==> config.mk <==
export PLATFORM = sky130hd
export DESIGN_NAME = ysyx_22041461_pipe_stage_flat
export DESIGN_NICKNAME = d
export VERILOG_FILES = /design/src/rtl/ysyx_22041461_pipe_stage_if.sv /design/src/rtl/ysyx_22041461_pipe_stage.sv /design/src/flat_wrapper.sv
export SDC_FILE = /design/constraint.sdc
export NUM_CORES = 1
export LEC_CHECK = 0
export BUFFER_PORTS_ARGS = -buffer_cell sky130_fd_sc_hd__buf_4
export CORE_AREA = 2 2 85 87
export CTS_BUF_LIST = sky130_fd_sc_hd__clkbuf_2 sky130_fd_sc_hd__clkbuf_4 sky130_fd_sc_hd__clkbuf_8
export DETAILED_ROUTE_END_ITERATION = 8
export DIE_AREA = 0 0 87 89
export PLACE_DENSITY = 0.71
export SETUP_SLACK_MARGIN = 0.1
export SLEW_MARGIN = 25
export SYNTH_ARGS = -nofsm -noshare
export SYNTH_HDL_FRONTEND = slang
export SYNTH_SLANG_ARGS = --single-unit
==> constraint.sdc <==
create_clock -name clk -period 1.5 [get_ports clk]
set_clock_uncertainty 0.1 [all_clocks]
set_input_delay 0.45 -clock clk [delete_from_list [all_inputs] [get_ports clk]]
set_output_delay 0.45 -clock clk [all_outputs]
set_load 0.01 [all_outputs]
==> src/rtl/ysyx_22041461_pipe_stage_if.sv <==
// rtl/ysyx_22041461_pipe_stage_if.sv - valid/ready/data stream channel for the pipe stage
interface ysyx_22041461_pipe_stage_if #(
  parameter int WIDTH = 64
);
  logic             valid;
  logic             ready;
  logic [WIDTH-1:0] data;

  modport master (output valid, output data, input ready);
  modport slave  (input valid, input data, output ready);
endinterface

==> src/rtl/ysyx_22041461_pipe_stage.sv <==
// rtl/ysyx_22041461_pipe_stage.sv - registered valid/ready pipe stage with optional skid register
// Define YSYX_22041461_PIPE_SKID_EN to add the skid register (registered in_ready, full throughput).
module ysyx_22041461_pipe_stage #(
  parameter int WIDTH      = 64,
  parameter int FLUSH_DATA = 0
) (
  input  logic                              clk,
  input  logic                              rst,
  input  logic                              flush,
  ysyx_22041461_pipe_stage_if.slave         in_s,
  ysyx_22041461_pipe_stage_if.master        out_s,
  output logic [1:0]                        count
);

  logic             main_valid_q, main_valid_d;
  logic [WIDTH-1:0] main_data_q, main_data_d;
  logic [1:0]       count_q, count_d;
  logic             in_ready;
  logic             accept;
  logic             deliver;

  assign accept  = in_s.valid & in_ready & ~flush;
  assign deliver = main_valid_q & out_s.ready;

  assign in_s.ready  = in_ready;
  assign out_s.valid = main_valid_q;
  assign out_s.data  = main_data_q;
  assign count       = count_q;

`ifdef YSYX_22041461_PIPE_SKID_EN
  logic             skid_valid_q, skid_valid_d;
  logic [WIDTH-1:0] skid_data_q, skid_data_d;

  // in_ready depends only on flop state (and reset), never on out_ready.
  assign in_ready = rst & ~skid_valid_q;

  always_comb begin
    main_valid_d = main_valid_q;
    main_data_d  = main_data_q;
    skid_valid_d = skid_valid_q;
    skid_data_d  = skid_data_q;
    if (flush) begin
      main_valid_d = 1'b0;
      skid_valid_d = 1'b0;
      if (FLUSH_DATA != 0) begin
        main_data_d = '0;
        skid_data_d = '0;
      end
    end else if (!main_valid_q || deliver) begin
      // A full skid implies in_ready=0, so no accept can collide with the refill.
      if (skid_valid_q) begin
        main_valid_d = 1'b1;
        main_data_d  = skid_data_q;
        skid_valid_d = 1'b0;
      end else if (accept) begin
        main_valid_d = 1'b1;
        main_data_d  = in_s.data;
      end else begin
        main_valid_d = 1'b0;
      end
    end else if (accept) begin
      skid_valid_d = 1'b1;
      skid_data_d  = in_s.data;
    end
    count_d = {1'b0, main_valid_d} + {1'b0, skid_valid_d};
  end

  always_ff @(posedge clk or negedge rst) begin
    if (!rst) begin
      skid_valid_q <= 1'b0;
      skid_data_q  <= '0;
    end else begin
      skid_valid_q <= skid_valid_d;
      skid_data_q  <= skid_data_d;
    end
  end
`else
  assign in_ready = rst & (out_s.ready | ~main_valid_q);

  always_comb begin
    main_valid_d = main_valid_q;
    main_data_d  = main_data_q;
    if (flush) begin
      main_valid_d = 1'b0;
      if (FLUSH_DATA != 0) main_data_d = '0;
    end else if (accept) begin
      main_valid_d = 1'b1;
      main_data_d  = in_s.data;
    end else if (deliver) begin
      main_valid_d = 1'b0;
    end
    count_d = {1'b0, main_valid_d};
  end
`endif

  always_ff @(posedge clk or negedge rst) begin
    if (!rst) begin
      main_valid_q <= 1'b0;
      main_data_q  <= '0;
      count_q      <= 2'd0;
    end else begin
      main_valid_q <= main_valid_d;
      main_data_q  <= main_data_d;
      count_q      <= count_d;
    end
  end

endmodule

==> src/flat_wrapper.sv <==
// flat-port wrapper written by rule: the top's interface ports become plain ports
module ysyx_22041461_pipe_stage_flat 
#(
  parameter int WIDTH      = 64,
  parameter int FLUSH_DATA = 0
)
  (clk, rst, flush, count, in_s_valid, in_s_data, in_s_ready, out_s_valid, out_s_data, out_s_ready);
  ysyx_22041461_pipe_stage_if #(.WIDTH(WIDTH)) in_s_i ();
  ysyx_22041461_pipe_stage_if #(.WIDTH(WIDTH)) out_s_i ();
  input  logic clk;
  input  logic rst;
  input  logic flush;
  output logic [1:0] count;
  input wire logic [$bits(in_s_i.valid)-1:0] in_s_valid;
  input wire logic [$bits(in_s_i.data)-1:0] in_s_data;
  output wire logic [$bits(in_s_i.ready)-1:0] in_s_ready;
  output wire logic [$bits(out_s_i.valid)-1:0] out_s_valid;
  output wire logic [$bits(out_s_i.data)-1:0] out_s_data;
  input wire logic [$bits(out_s_i.ready)-1:0] out_s_ready;
  assign in_s_i.valid = in_s_valid;
  assign in_s_i.data = in_s_data;
  assign in_s_ready = in_s_i.ready;
  assign out_s_valid = out_s_i.valid;
  assign out_s_data = out_s_i.data;
  assign out_s_i.ready = out_s_ready;
  ysyx_22041461_pipe_stage #(.WIDTH(WIDTH), .FLUSH_DATA(FLUSH_DATA)) u_core (.clk(clk), .rst(rst), .flush(flush), .in_s(in_s_i), .out_s(out_s_i), .count(count));
endmodule
==> impl_metrics.env, run 1 <==
export IMPL_ys_seq_area_frac=0.611
export IMPL_timing_final_max_slew_violations=0
export IMPL_grt_util_all_layers=0.180
export IMPL_synth_compound_area_frac=0.00188
export IMPL_synth_lib_cells_used_distinct=11
export IMPL_synth_area_top_cells="dfrtp_1 61%, mux2_4 28%, mux2_2 6.3%"
export IMPL_cellLeakagePower_uw=0.00253
export IMPL_synth_top_cells_by_count="65 x dfrtp_1, 49 x mux2_4, 15 x mux2_2"
export IMPL_filler_cells_inserted=453
export IMPL_drtIter0Drc=43
export IMPL_met1_length_um=2950
export IMPL_syn_inst=143
export IMPL_met2_wirelength_um=3770
export IMPL_diodes=0
export IMPL_yosys_area_top_type="dfrtp_1"
export IMPL_htree_num_levels=3
export IMPL_crit_path_max_incr_delay_ps=410
export IMPL_clk_path_buf_depth=2
export IMPL_path_class="reg -> out"
export IMPL_fmax_mhz=633
export IMPL_detailed_place_hpwl_um=4380
export IMPL_grt_setup_unrepaired="true"
export IMPL_outcome="finished, violations left"
export IMPL_layout_area_overhead_vs_synth_pct=75.8
export IMPL_routed_via_count=1954
export IMPL_placement_rows=30
export IMPL_cp_cell_sequence="nand2b_4 > and2_4 > buf_6"
export IMPL_setup_worst_path_start_class="flop"
export IMPL_post_synth_cell_area_avg_um2=18.6
export IMPL_via_count_of_the_first_global_routing_pass=2053
export IMPL_post_synth_xor_area_fraction=0
export IMPL_grt_antenna_before_repair=0
export IMPL_post_drt_wl_per_cell_um=17.2
export IMPL_power_per_cell_area_mw_per_mm2=1290
export IMPL_post_route_cells_drive_above_1_share=0.803
export IMPL_firstDrtPassIters=4
export IMPL_synth_edf_count=0
export IMPL_inserted_clock_buffers=9
export IMPL_power_report_internal_total_uw=4480
export IMPL_fp_coreArea_mm2=0.00672
export IMPL_layout_setup_ws_ps=-80.4
export IMPL_yosys_area_share_adder=0
export IMPL_hold_crit_path_type="in -> async"
export IMPL_critical_path_peak_fanout=2
export IMPL_cell_at_the_root_of_the_clock_tree="clkbuf_8"
export IMPL_mappedNetlistArea_mm2=0.00266
export IMPL_die_height_um=89
export IMPL_io_buffers=135
export IMPL_grt_overflow=0
export IMPL_yosys_warnings=0
export IMPL_totalNegativeSetupSlack_ps=-1330
export IMPL_routed_wl_um=7340
export IMPL_switching_share=0.261
export IMPL_numClockSinks=65
export IMPL_final_setup_viol_count=55
export IMPL_postSynthNetCount=212
export IMPL_maximum_number_of_pins_on_one_net_before_global_route_repair=36
export IMPL_flip_flop_and_latch_count_after_synthesis=65
export IMPL_timing_max_cap_violations=0
export IMPL_die_area_mm2=0.00774
export IMPL_synth_most_common_cell="dfrtp_1"
export IMPL_postSynth_asyncResetShare=1.00
export IMPL_final_design_area_no_fill_mm2=0.00468
export IMPL_detailroute_wirelength_met3_um=526
export IMPL_boundaryPins=137
export IMPL_initial_core_util=0.396
export IMPL_final_antenna_net_count=0
export IMPL_final_number_of_hold_violating_endpoints=0
export IMPL_clkSlewWorstSetupHoldPaths_ps=70
export IMPL_dr_max_layer_used="met4"
export IMPL_worst_path_max_delay_cell="dfrtp_1"
export IMPL_cts_tree="built"
export IMPL_critical_path_required_ps=950
export IMPL_crit_path_end_kind="output port"
export IMPL_floorplan_die_width_um=87
export IMPL_yosys_area_share_simple=0.0132
export IMPL_synth_area_mux_share=0.340
export IMPL_route_detailed_drc=0
export IMPL_avgViaCountPerCell=4.59
export IMPL_combinational_power_share=0.366
export IMPL_ys_dominant_reg_cell="dfrtp_1"
export IMPL_gp_congestion=0.744
export IMPL_synth_top_family_by_area="multiplexers"
export IMPL_failed_checks="setup timing"
export IMPL_layout_worst_path_cycle_share=1.05
export IMPL_clock_power_share=0.239
export IMPL_worst_endpoint_arrival_ps=1030
export IMPL_worst_skew_pair_late_latency_ps=320
export IMPL_global_route_wire_length_before_repair_um=10500
export IMPL_ir_drop_mv=0.785
export IMPL_switching_power_uw=1580
export IMPL_period_minus_ws_final_ps=1580
export IMPL_placedInstanceArea_mm2=0.00379
export IMPL_fin_hold_ws_ps=63.6
export IMPL_finalNetCount=410
export IMPL_yosys_area_top_type_share=0.611
export IMPL_seqPwrFrac=0.395
through the flow:
step	instances	total power [uW]	util	setup slack (ps)
floorplan	143	3030	-	5.37
global route	426	6320	0.697	-139
detailed placement	358	3870	0.564	-166
global placement	358	3840	0.564	-135
finish	426	6060	0.697	-80.4
CTS	399	5850	0.665	-105
cells in the final DEF (no fill, tap or decap), types with 2 or more instances in the layout:
cell / count
dfrtp_1: 65
clkinv_2: 4
mux2_4: 61
buf_12: 2
buf_6: 66
clkbuf_8: 10
mux2_2: 3
buf_4: 126
path summary, 6_finish.rpt:
check	depth (start not counted)	endpoint	from	slack [ps]
max in group asynchronous	3	u_core.out_s.data[60]	rst	640
worst min register to register	1	u_core.out_s.data[40]	u_core.out_s.data[40]	440
worst min-delay path	2	u_core.out_s.data[28]	rst	60
min in group clk	2	u_core.count[0]	flush	220
worst max register to register	5	u_core.out_s.data[21]	u_core.count[0]	-50
worst max-delay path	3	in_s_ready	u_core.count[0]	-80
critical path: cells and delay by family, from the launching register on:
family / cells / cell delay, ps
buffers and inverters: 1 / 90
DFF: 1 / 410
and+or+nand+nor: 2 / 210
flip-flops by register name (all words and copies together) (netlist names):
| register | count |
|---|---|
| u_core.count | 1 |
| u_core.out_s.data | 64 |
power by group through the flow:
stage / logic [uW] / registers, uW / clock network (uW)
after floorplan: 542 / 2490 / 0
after global placement: 1510 / 2330 / 0
after detailed placement: 1540 / 2330 / 0
after CTS: 1990 / 2370 / 1490
after global routing: 2340 / 2420 / 1560
final: 2210 / 2390 / 1450
kinds of logic (layout without fill, tap and decap cells):
family	count (synthesis)	in the layout
simple gates	3	3
compound gates	1	1
other cells	1	1
flops	65	65
buf+inv	9	212
mux	64	64
what timing repair did:
item / 4_1_cts / 5_1_grt
hold buffers: 1 / 0
hold endpoints to repair: 7 / 0
setup buffers: 24 / 27
setup endpoints to repair: 86 / 131
pin swaps: 1 / 0
gates resized for setup: 78 / 3
layout make-up:
type                    instances  area [um^2]  area share
repair buffers                196         1750       0.375
flip-flops and latches         65         1630       0.348
multi-input cells              69         1000       0.215
clock buffers                  10          138      0.0294
well taps                      80          100      0.0214
clock inverters                 6         57.6      0.0123
per-layer routing:
layer	vias up	track usage
met2	89	0.301
met3	8	0.0443
met5	-	0
li1	890	-
met4	0	0.0767
met1	967	0.223
No activity file was read; power rests on OpenSTA's default activity.
==> run 2, diff against run 1 <==
--- a/config.mk
+++ b/config.mk
@@ -5,7 +5,7 @@
 export SDC_FILE = /design/constraint.sdc
 export NUM_CORES = 1
 export LEC_CHECK = 0
-export BUFFER_PORTS_ARGS = -buffer_cell sky130_fd_sc_hd__buf_4
+export BUFFER_PORTS_ARGS = -buffer_cell sky130_fd_sc_hd__buf_2
 export CORE_AREA = 2 2 85 87
 export CTS_BUF_LIST = sky130_fd_sc_hd__clkbuf_2 sky130_fd_sc_hd__clkbuf_4 sky130_fd_sc_hd__clkbuf_8
 export DETAILED_ROUTE_END_ITERATION = 8
==> constraint.sdc (replaced) <==
create_clock -name clk -period 1.75 [get_ports clk]
set_clock_uncertainty 0.1 [all_clocks]
set_input_delay 0.525 -clock clk [delete_from_list [all_inputs] [get_ports clk]]
set_output_delay 0.525 -clock clk [all_outputs]
set_load 0.01 [all_outputs]
==> run 2 against run 1 <==
Compared with the run above: the flow now finishes without violations; register-to-register slack gained 290 ps; largest cell class is now sequential cells; critical path type unchanged; clock power is 12% lower; die area is the same; first-iteration DRC count down 7.0%; core utilization shrank 15 points.
==> impl_metrics.env, run 2 (synthesis results as in run 1) <==
export IMPL_outcome="complete, no violations"
export IMPL_power_per_cell_area_mw_per_mm2=1180
export IMPL_clkSlewWorstSetupHoldPaths_ps=70
export IMPL_timing_max_cap_violations=0
export IMPL_gp_congestion=0.736
export IMPL_switching_share=0.261
export IMPL_worst_path_max_delay_cell="dfrtp_2"
export IMPL_diodes=0
export IMPL_ir_drop_mv=0.497
export IMPL_seqPwrFrac=0.455
export IMPL_die_area_mm2=0.00774
export IMPL_post_drt_wl_per_cell_um=15.3
export IMPL_htree_num_levels=3
export IMPL_cp_cell_sequence="nand2b_4 > and2_4 > buf_6"
export IMPL_final_antenna_net_count=0
export IMPL_io_buffers=135
export IMPL_routed_wl_um=5700
export IMPL_drtIter0Drc=40
export IMPL_layout_worst_path_cycle_share=0.952
export IMPL_grt_util_all_layers=0.145
export IMPL_placement_rows=30
export IMPL_grt_antenna_before_repair=0
export IMPL_fmax_mhz=600
export IMPL_critical_path_required_ps=1120
export IMPL_worst_endpoint_arrival_ps=1040
export IMPL_slew_headroom=0.483
export IMPL_path_class="reg -> out"
export IMPL_multiInputGateArea_um2=960
export IMPL_worst_skew_pair_late_latency_ps=320
export IMPL_fin_hold_ws_ps=74.2
export IMPL_critPathTopFamily="flip-flops"
export IMPL_via_count_of_the_first_global_routing_pass=1734
export IMPL_inserted_clock_buffers=9
export IMPL_hold_crit_path_type="in -> async"
export IMPL_combinational_power_share=0.252
export IMPL_placedInstanceArea_mm2=0.00342
export IMPL_setup_worst_path_start_class="flop"
export IMPL_global_route_wire_length_before_repair_um=8530
export IMPL_final_setup_viol_count=0
export IMPL_final_number_of_hold_violating_endpoints=0
export IMPL_worst_slew_pin_transition_ps=776
export IMPL_clk_path_buf_depth=2
export IMPL_numClockSinks=65
export IMPL_clock_power_share=0.293
export IMPL_avgViaCountPerCell=4.51
export IMPL_detailed_place_hpwl_um=4190
export IMPL_filler_cells_inserted=587
export IMPL_worst_r2r_setup_slack_ps=240
export IMPL_grt_setup_unrepaired="true"
export IMPL_final_common_cell="buf_2"
export IMPL_die_height_um=89
export IMPL_power_report_internal_total_uw=3190
export IMPL_fp_coreArea_mm2=0.00672
export IMPL_crit_path_max_incr_delay_ps=420
export IMPL_timing_final_max_slew_violations=0
export IMPL_route_detailed_drc=0
export IMPL_cellLeakagePower_uw=0.00201
export IMPL_totalNegativeSetupSlack_ps=0
export IMPL_final_design_area_no_fill_mm2=0.00365
export IMPL_maximum_number_of_pins_on_one_net_before_global_route_repair=62
export IMPL_initial_core_util=0.396
export IMPL_layout_area_overhead_vs_synth_pct=37.2
export IMPL_max_reg_flops=64
export IMPL_routed_via_count=1678
export IMPL_seq_area_mm2=0.00163
export IMPL_switching_power_uw=1130
export IMPL_cts_tree="built"
export IMPL_critical_path_peak_fanout=2
export IMPL_boundaryPins=137
export IMPL_post_route_cells_drive_above_1_share=0.774
export IMPL_floorplan_die_width_um=87
export IMPL_finalNetCount=356
export IMPL_cell_at_the_root_of_the_clock_tree="clkbuf_8"
export IMPL_crit_path_end_kind="output port"
export IMPL_firstDrtPassIters=3
export IMPL_grt_overflow=0
export IMPL_timing_critical_path_buf_inv=1
export IMPL_mostFrequentLayoutCells="133 x buf_2, 64 x dfrtp_1, 49 x mux2_4, 15 x mux2_2, 10 x clkbuf_8"
export IMPL_period_minus_ws_final_ps=1670
[run 2: timing repair]
item | in CTS | in global routing
resized for setup | 4 | 1
setup buffers | 2 | 0
cloned | 0 | 0
endpoints found under the setup margin | 1 | 3
hold buffers | 0 | 0
[run 2: layer usage]
metal / share of wire / wire length, um / track usage / vias up
met5: 0 / 0 / 0 / -
met1: 0.39 / 2240 / 0.170 / 828
met4: 0.022 / 127 / 0.0724 / 0
li1: - / - / - / 778
met2: 0.54 / 3090 / 0.256 / 60
met3: 0.043 / 244 / 0.0259 / 12
[run 2: final cells by class]
type	instances	share of cell area
flip-flops and latches	65	0.446
well taps	80	0.0274
multi-input cells	69	0.263
repair buffers	142	0.210
clock inverters	3	0.0110
clock buffers	13	0.0438
[run 2: power groups by stage]
stage / logic [uW] / registers, uW / clock network [uW]
final: 1090 / 1970 / 1270
after detailed placement: 1100 / 1990 / 0
after floorplan: 457 / 2140 / 0
after global placement: 1080 / 1980 / 0
after CTS: 1110 / 1970 / 1310
after global routing: 1170 / 2010 / 1370
[run 2: worst paths after layout]
path	endpoint	start	cells after the start
worst max register to register	u_core.out_s.data[56]	u_core.count[0]	5
worst min register to register	u_core.out_s.data[59]	u_core.out_s.data[59]	1
worst min-delay path	u_core.out_s.data[47]	rst	2
min in group clk	u_core.count[0]	flush	2
max in group asynchronous	u_core.count[0]	rst	2
worst max-delay path	in_s_ready	u_core.count[0]	3
[run 2: metrics by stage]
step	total power, uW	instances	setup slack [ps]	util
after floorplan	2590	143	165	-
after global placement	3060	354	34.1	0.509
after detailed placement	3090	354	17.0	0.509
after CTS	4390	372	60.2	0.543
after global routing	4540	372	37.6	0.544
final	4320	372	83.8	0.544
==> run 3, diff against run 2 <==
--- a/config.mk
+++ b/config.mk
@@ -10,7 +10,7 @@
 export CTS_BUF_LIST = sky130_fd_sc_hd__clkbuf_2 sky130_fd_sc_hd__clkbuf_4 sky130_fd_sc_hd__clkbuf_8
 export DETAILED_ROUTE_END_ITERATION = 8
 export DIE_AREA = 0 0 87 89
-export PLACE_DENSITY = 0.71
+export PLACE_DENSITY = 0.78
 export SETUP_SLACK_MARGIN = 0.1
 export SLEW_MARGIN = 25
 export SYNTH_ARGS = -nofsm -noshare
==> constraint.sdc (replaced) <==
create_clock -name clk -period 1.7 [get_ports clk]
set_clock_uncertainty 0.1 [all_clocks]
set_input_delay 0.51 -clock clk [delete_from_list [all_inputs] [get_ports clk]]
set_output_delay 0.51 -clock clk [all_outputs]
set_load 0.01 [all_outputs]
==> run 3 against run 2 <==
Compared with the run above: routed wire length is 1.2% higher; die area stayed put; via count grew 2.4%; power is 2.3% higher; worst hold slack better by 71 ps; global-route usage about the same; critical path type unchanged; largest cell class unchanged; sequential power is 3% higher; clock power down 5%; core utilization rose by 2.4 points; critical path depth is the same.
==> impl_metrics.env, run 3 (synthesis results as in run 1) <==
export IMPL_setup_worst_path_start_class="flop"
export IMPL_cts_tree="built"
export IMPL_htree_num_levels=3
export IMPL_die_height_um=89
export IMPL_fmax_mhz=601
export IMPL_critical_path_required_ps=1090
export IMPL_initial_core_util=0.396
export IMPL_critical_path_peak_fanout=2
export IMPL_power_per_cell_area_mw_per_mm2=1160
export IMPL_fp_coreArea_mm2=0.00672
export IMPL_via_count_of_the_first_global_routing_pass=1719
export IMPL_mostFrequentLayoutCells="134 x buf_2, 65 x dfrtp_1, 60 x mux2_4, 12 x clkbuf_8"
export IMPL_route_detailed_drc=0
export IMPL_crit_path_end_kind="output port"
export IMPL_gp_congestion=0.681
export IMPL_grt_setup_unrepaired="true"
export IMPL_timing_max_cap_violations=0
export IMPL_inserted_clock_buffers=9
export IMPL_timing_final_max_slew_violations=0
export IMPL_final_core_util=0.568
export IMPL_timing_reg2reg_worst_path_depth=6
export IMPL_max_reg_flops=64
export IMPL_routed_wl_um=5760
export IMPL_final_common_cell="buf_2"
export IMPL_hold_crit_path_type="in -> async"
export IMPL_final_number_of_hold_violating_endpoints=0
export IMPL_firstDrtPassIters=4
export IMPL_fin_hold_ws_ps=145
export IMPL_total_placed_cells_including_tap_cells=356
export IMPL_period_minus_ws_final_ps=1670
export IMPL_path_class="reg -> out"
export IMPL_post_drt_wl_per_cell_um=15.2
export IMPL_final_antenna_net_count=0
export IMPL_clkSlewWorstSetupHoldPaths_ps=70
export IMPL_global_route_wire_length_before_repair_um=8410
export IMPL_outcome="complete, no violations"
export IMPL_final_design_area_no_fill_mm2=0.00382
export IMPL_cts_hold_buf=0
export IMPL_grt_antenna_before_repair=0
export IMPL_cellLeakagePower_uw=0.00213
export IMPL_diodes=0
export IMPL_finalNonFillerCells=378
export IMPL_ir_drop_mv=0.488
export IMPL_totalNegativeSetupSlack_ps=0
export IMPL_maximum_number_of_pins_on_one_net_before_global_route_repair=46
export IMPL_die_area_mm2=0.00774
export IMPL_setup_worst_path_start="u_core.count[0]"
export IMPL_avgViaCountPerCell=4.55
export IMPL_grt_util_all_layers=0.145
export IMPL_io_buffers=135
export IMPL_boundaryPins=137
export IMPL_placement_rows=30
export IMPL_finalNetCount=363
export IMPL_worst_skew_pair_late_latency_ps=330
export IMPL_floorplan_die_width_um=87
export IMPL_layout_area_overhead_vs_synth_pct=43.4
export IMPL_final_setup_viol_count=0
export IMPL_detailed_place_hpwl_um=3910
export IMPL_clk_path_buf_depth=2
export IMPL_placedInstanceArea_mm2=0.00344
export IMPL_cell_at_the_root_of_the_clock_tree="clkbuf_8"
export IMPL_grt_overflow=0
export IMPL_routed_via_count=1719
export IMPL_post_route_cells_drive_above_1_share=0.775
export IMPL_slew_headroom=0.624
export IMPL_worst_endpoint_arrival_ps=1060
export IMPL_numClockSinks=65
export IMPL_worst_r2r_startpoint="u_core.count[0]"
export IMPL_layout_worst_path_cycle_share=0.979
export IMPL_drtIter0Drc=49
export IMPL_worst_slew_pin_transition_ps=564
-- run 3: what timing repair did --
item	in CTS	in global routing
resized for setup	0	20
buffers inserted	2	1
endpoints found under the setup margin	1	38
gates cloned	0	4
pin swaps	1	0
-- run 3: final cells by class --
| type | count | area [um^2] |
|---|---|---|
| timing repair buffer | 149 | 905 |
| clock inverter | 2 | 12.5 |
| clock buffer | 13 | 173 |
| tap | 80 | 100 |
| multi-input combinational | 69 | 1000 |
| fill | 552 | 2900 |
| sequential | 65 | 1630 |
-- run 3: through the flow --
stage	worst slack, ps	total power (uW)
global placement	1.31	3140
finish	34.9	4420
floorplan	130	2670
detailed placement	-28.3	3170
global route	-11.1	4660
CTS	25.9	4400
-- run 3: final timing paths --
path | endpoint | slack (ps)
min in group clk | u_core.out_s.data[60] | 300
hold reg to reg | u_core.out_s.data[54] | 400
hold / removal | u_core.out_s.data[61] | 140
setup reg to reg | u_core.out_s.data[11] | 80
max in group asynchronous | u_core.out_s.data[11] | 840
setup / recovery | in_s_ready | 30
-- run 3: critical path, cell delays in order, from the launching register on --
cell      delay [ps]
dfrtp_1          410
nand2b_4          90
and2_4           130
buf_6             90
-- run 3: routing by layer --
layer | vias up | part of all wire | GRT usage
met3 | 10 | 0.071 | 0.0499
met2 | 86 | 0.48 | 0.226
met5 | - | 0 | 0
li1 | 794 | - | -
met4 | 0 | 0.017 | 0.0724
met1 | 829 | 0.43 | 0.181
-- run 3: report_power, final --
group | switching (uW) | leakage (uW) | internal [uW] | total (uW)
combinational | 461 | 0.00127 | 716 | 1180
clock | 556 | 0.0000949 | 655 | 1210
sequential | 171 | 0.000771 | 1860 | 2030
total | 1190 | 0.00213 | 3230 | 4420
